File: src/rtl/eth_sched_pkg.sv
// Shared state encoding and counter widths for the Ethernet TX payload scheduler.
package eth_sched_pkg;

  localparam int BYTE_CNT_W  = 13;
  localparam int GAP_CNT_W   = 8;
  localparam int FRAME_CNT_W = 16;

  typedef enum logic [1:0] {
    IDLE   = 2'd0,
    REQ    = 2'd1,
    STREAM = 2'd2,
    GAP    = 2'd3
  } sched_state_t;

endpackage

File: src/rtl/eth_tx_scheduler.sv
// Pulls interleaved hi/lo sample bytes from the two sample FIFOs into the GMII
// frame builder, requests a frame slot per frame and paces frames with a gap.
module eth_tx_scheduler
  import eth_sched_pkg::*;
#(
  parameter int PAYLOAD_PAIRS = 512,
  parameter int IFG_CYCLES    = 12
) (
  input  logic                   GTXC,
  input  logic                   rst,
  input  logic                   enable,
  input  logic                   afull_flag1,
  input  logic                   afull_flag2,
  input  logic                   empty_flag1,
  input  logic                   empty_flag2,
  output logic                   rden_fifo1,
  output logic                   rden_fifo2,
  input  logic [7:0]             rddata_fifo1,
  input  logic [7:0]             rddata_fifo2,
  output logic                   tx_req,
  input  logic                   tx_ack,
  output logic [7:0]             pld_data,
  output logic                   pld_valid,
  output logic                   pld_last,
  output logic [FRAME_CNT_W-1:0] frame_cnt,
  output logic                   underrun
);

  localparam logic [BYTE_CNT_W-1:0] LAST_IDX = BYTE_CNT_W'(2 * PAYLOAD_PAIRS - 1);
  localparam logic [GAP_CNT_W-1:0]  GAP_LAST = GAP_CNT_W'(IFG_CYCLES - 1);

  sched_state_t           state_r;
  sched_state_t           state_s;
  logic [BYTE_CNT_W-1:0]  byte_idx_r;
  logic [GAP_CNT_W-1:0]   gap_cnt_r;
  logic                   last_idx_s;
  logic                   rden1_s;
  logic                   rden2_s;
  logic                   sel_r;
  logic                   rd_ok_r;
  logic                   tx_req_r;
  logic                   pld_valid_r;
  logic                   pld_last_r;
  logic                   underrun_r;
  logic [FRAME_CNT_W-1:0] frame_cnt_r;
  logic [7:0]             pld_data_s;

  assign last_idx_s = (byte_idx_r == LAST_IDX);

  // State register.
  always_ff @(posedge GTXC) begin
    if (rst) begin
      state_r <= IDLE;
    end else begin
      state_r <= state_s;
    end
  end

  // Next-state logic: start condition, builder handshake, payload end and gap expiry.
  always_comb begin
    state_s = state_r;
    case (state_r)
      IDLE: begin
        if (enable && afull_flag1 && afull_flag2) state_s = REQ;
        else                                      state_s = IDLE;
      end
      REQ: begin
        if (tx_ack) state_s = STREAM;
        else        state_s = REQ;
      end
      STREAM: begin
        if (last_idx_s) state_s = GAP;
        else            state_s = STREAM;
      end
      GAP: begin
        if (gap_cnt_r == GAP_LAST) state_s = IDLE;
        else                       state_s = GAP;
      end
      default: state_s = IDLE;
    endcase
  end

  // Byte index and gap counter; each rests at zero outside its own state.
  always_ff @(posedge GTXC) begin
    if (rst) begin
      byte_idx_r <= '0;
      gap_cnt_r  <= '0;
    end else begin
      if (state_r == STREAM) byte_idx_r <= byte_idx_r + BYTE_CNT_W'(1);
      else                   byte_idx_r <= '0;
      if (state_r == GAP) gap_cnt_r <= gap_cnt_r + GAP_CNT_W'(1);
      else                gap_cnt_r <= '0;
    end
  end

  // Read strobes: even index reads fifo1, odd index reads fifo2; an empty FIFO is skipped.
  always_comb begin
    rden1_s = 1'b0;
    rden2_s = 1'b0;
    if (state_r == STREAM) begin
      if (byte_idx_r[0]) rden2_s = ~empty_flag2;
      else               rden1_s = ~empty_flag1;
    end else begin
      rden1_s = 1'b0;
      rden2_s = 1'b0;
    end
  end

  // Registered handshake, framing, counter and status outputs.
  always_ff @(posedge GTXC) begin
    if (rst) begin
      tx_req_r    <= 1'b0;
      pld_valid_r <= 1'b0;
      pld_last_r  <= 1'b0;
      sel_r       <= 1'b0;
      rd_ok_r     <= 1'b0;
      frame_cnt_r <= '0;
      underrun_r  <= 1'b0;
    end else begin
      tx_req_r    <= (state_s == REQ);
      pld_valid_r <= (state_r == STREAM);
      pld_last_r  <= (state_r == STREAM) && last_idx_s;
      sel_r       <= byte_idx_r[0];
      rd_ok_r     <= rden1_s | rden2_s;
      if ((state_r == STREAM) && last_idx_s) frame_cnt_r <= frame_cnt_r + FRAME_CNT_W'(1);
      else                                   frame_cnt_r <= frame_cnt_r;
      if ((state_r == STREAM) && !(rden1_s || rden2_s)) underrun_r <= 1'b1;
      else                                              underrun_r <= underrun_r;
    end
  end

  // Payload mux: FIFO data lands one cycle after its strobe; a skipped read sends zero.
  always_comb begin
    pld_data_s = 8'h00;
    if (pld_valid_r && rd_ok_r) begin
      if (sel_r) pld_data_s = rddata_fifo2;
      else       pld_data_s = rddata_fifo1;
    end else begin
      pld_data_s = 8'h00;
    end
  end

  assign rden_fifo1 = rden1_s;
  assign rden_fifo2 = rden2_s;
  assign tx_req     = tx_req_r;
  assign pld_data   = pld_data_s;
  assign pld_valid  = pld_valid_r;
  assign pld_last   = pld_last_r;
  assign frame_cnt  = frame_cnt_r;
  assign underrun   = underrun_r;

endmodule

File: config.mk
export PLATFORM = sky130hd
export DESIGN_NAME = eth_tx_scheduler
export DESIGN_NICKNAME = d
export VERILOG_FILES = /design/src/rtl/eth_sched_pkg.sv /design/src/rtl/eth_tx_scheduler.sv
export SDC_FILE = /design/constraint.sdc
export NUM_CORES = 1
export LEC_CHECK = 0
export CAP_MARGIN = 10
export CORE_MARGIN = 4
export CORE_UTILIZATION = 43
export DETAILED_ROUTE_END_ITERATION = 6
export PLACE_DENSITY = 0.75
export SLEW_MARGIN = 20
export SYNTH_ARGS = -nofsm -noshare
export SYNTH_HDL_FRONTEND = slang
export SYNTH_SLANG_ARGS = --single-unit
File: constraint.sdc
create_clock -name GTXC -period 2.4 [get_ports GTXC]
set_clock_uncertainty 0.2 [all_clocks]
set_input_delay 0.36 -clock GTXC [delete_from_list [all_inputs] [get_ports GTXC]]
set_output_delay 0.36 -clock GTXC [all_outputs]
set_load 0.02 [all_outputs]
==> results.toml <==
[logic_synthesis]
synthTopCellsByArea = "dfxtp_1 45%, nor2_1 6.5%, xor2_1 4.8%"
avgSynthCellArea_um2 = 8.65
synth_top_area_cell = "dfxtp_1"
ys_warn_count = 0
synth_top_area_share_pct = 44.5
synth_fp_nets = 261
syn_area_um2 = 2020
ys_seq_area_share_pct = 44.5
ys_ff_latch = 45
ys_types = 33
netlist_instances = 234

[timing]
maxSlewHeadroom_pct = 74.1
fin_crit_ns = 2.31
worstMarginPinSlew_ns = 0.387
slew_viol_final = 0
fmax_mhz = 432
setup_viol = 0
finalHoldViolCount = 0
holdWs_ns = 0.270
finalCritPeriodShare_pct = 96.5

[critical_path]
worstRegToRegCells = 5
critPathMaxFanout = 7
critPathLaunchType = "flop"
required_ns = 2.43
worst-setup-path-type = "reg2reg"
crit_path_end_kind = "flop"
cp_data_arrival_time_ns = 2.34

[die]
dieHeight_um = 76.6
die_w_um = 76.6
initial_core_util_pct = 45.5
die-area_um2 = 5870
num_rows = 24
ios = 54
coreArea_um2 = 4440

[clock_network]
clock_latency_ns = 0.30
clk_path_buf_depth = 2
cts_tree = "built"
post-cts-setup-buffer-count = 0
clkTransAtPathRegs_ns = 0.08
numCtsBuffers = 5
htree_levels = 2
clockRootBuffer = "clkbuf_8"
clkSinkCount = 45

[finish]
stdcell_area_um2 = 2790
diodes = 0
fin_nets = 322
area_delta_synth_final_pct = 37.8
mostFrequentLayoutCells = "52 x clkdlybuf4s50_1, 44 x dfxtp_1, 35 x nor2_1"
final_common_cell = "clkdlybuf4s50_1"
drive_above_1_share_pct = 7.43

[placement]
globalplace.congestion = 0.807
place_hpwl_um = 3400
numPortBuffers = 53
dpl_cell_area_um2 = 2630

[routing]
drc = 0
ant_nets = 0
drt_iter0_drc = 71
vias_per_cell = 5.64
routed_wl_um = 5020
wl_per_cell_um = 14.4
via_count = 1964
firstDrtPassIters = 4

[global_route]
grt_overflow = 0
grt_max_degree = 28
grt_pass1_vias = 1703
grt_pass1_wl_um = 7810
antenna_found_initial = 0
grt_util_all_layers_pct = 16.2

[worst_hold_path]
hp-class = "reg2reg"
worstHoldPathCells = 2

[flow_run]
drv_cap = 0

[power]
p_per_area_nw_per_um2 = 514
power.static_leakage_nw = 0.917
ir_drop_v = 0.000351

[outcome]
status = "complete, no violations"
[flip-flops by register name, summed over array words and instances (netlist names)]
name and count:
byte_idx_r 13, frame_cnt 16, gap_cnt_r 8, pld_last 1
pld_valid 1, rd_ok_r 1, sel_r 1, state_r 2
tx_req 1, underrun 1
[timing repair]
action                     CTS  global route
gates resized for setup      0             6
setup endpoints to repair    0            15
hold buffers                 0             0
[Yosys cell counts, drive strengths merged]
master,instances
nand4,4
nor4,1
nand2b,1
nor2,35
nand2,13
or2,2
nor2b,1
nand3,17
and2,2
a21oi,18
nor4bb,1
buf,1
nor3,3
xor2,11
nor3b,1
a211oi,1
and4,2
and3,5
o21ai,7
or4,11
a31oi,1
nor4b,3
mux2i,8
xnor2,5
nand4b,1
clkbuf,7
or3,9
inv,5
dfxtp,45
a311oi,1
o31ai,9
ha,3
[worst paths after layout]
check / slack [ns] / start / to
worst max-delay path: 0.09 / byte_idx_r[1] / frame_cnt[11]
worst min-delay path: 0.27 / underrun / underrun
worst max register to register: 0.09 / byte_idx_r[1] / frame_cnt[11]
worst min register to register: 0.27 / underrun / underrun
[per-layer routing]
metal / vias to the layer above / wire length [um] / track usage, %
met4: 0 / 59 / 5.98
li1: 975 / - / -
met1: 932 / 2200 / 19.4
met5: - / 0 / 0
met2: 52 / 2510 / 27.5
met3: 5 / 244 / 4.61
[power by group]
group | internal, mW | switching, mW
Combinational | 0.0532 | 0.0319
Clock | 0.339 | 0.247
Sequential | 0.753 | 0.00899
Total | 1.15 | 0.288
[cell families after synthesis]
group,count (synthesis),synth area share (%)
AO/OA/AOI/OAI,37,10.6
XOR/XNOR,16,6.93
adder cells (fa/ha/maj),3,1.86
buffers and inverters,13,2.78
flip-flops,45,44.5
multiplexers,8,3.96
AND/OR/NAND/NOR,112,29.3
[final cells by class]
type / count / area (um^2)
fill: 414 / 1660
multi-input combinational: 178 / 1100
sequential: 45 / 902
timing repair buffer: 60 / 586
clock buffer: 7 / 86.3
tap: 52 / 65.1
clock inverter: 1 / 30.0
inverter: 5 / 18.8
[critical path, cell delays in order, from the launching register on]
cell and delay [ns]:
dfxtp_1 0.35, ha_1 0.21, nand3_2 0.16, or4_4 0.63
or4_1 0.53, a21oi_1 0.17
[stage by stage]
stage	utilization [%]	power [mW]	TNS (ns)	setup WS, ns	cells
4_1_cts	61.9	1.45	0	0.00950	346
5_1_grt	62.7	1.49	-0.00905	-0.00905	348
3_5_place_dp	59.3	0.864	0	0.0356	338
6_report	62.7	1.43	0	0.0852	348
2_1_floorplan	-	0.807	0	0.0198	234
3_3_place_gp	59.3	0.863	0	0.0921	338
No activity file was read; power rests on OpenSTA's default activity.
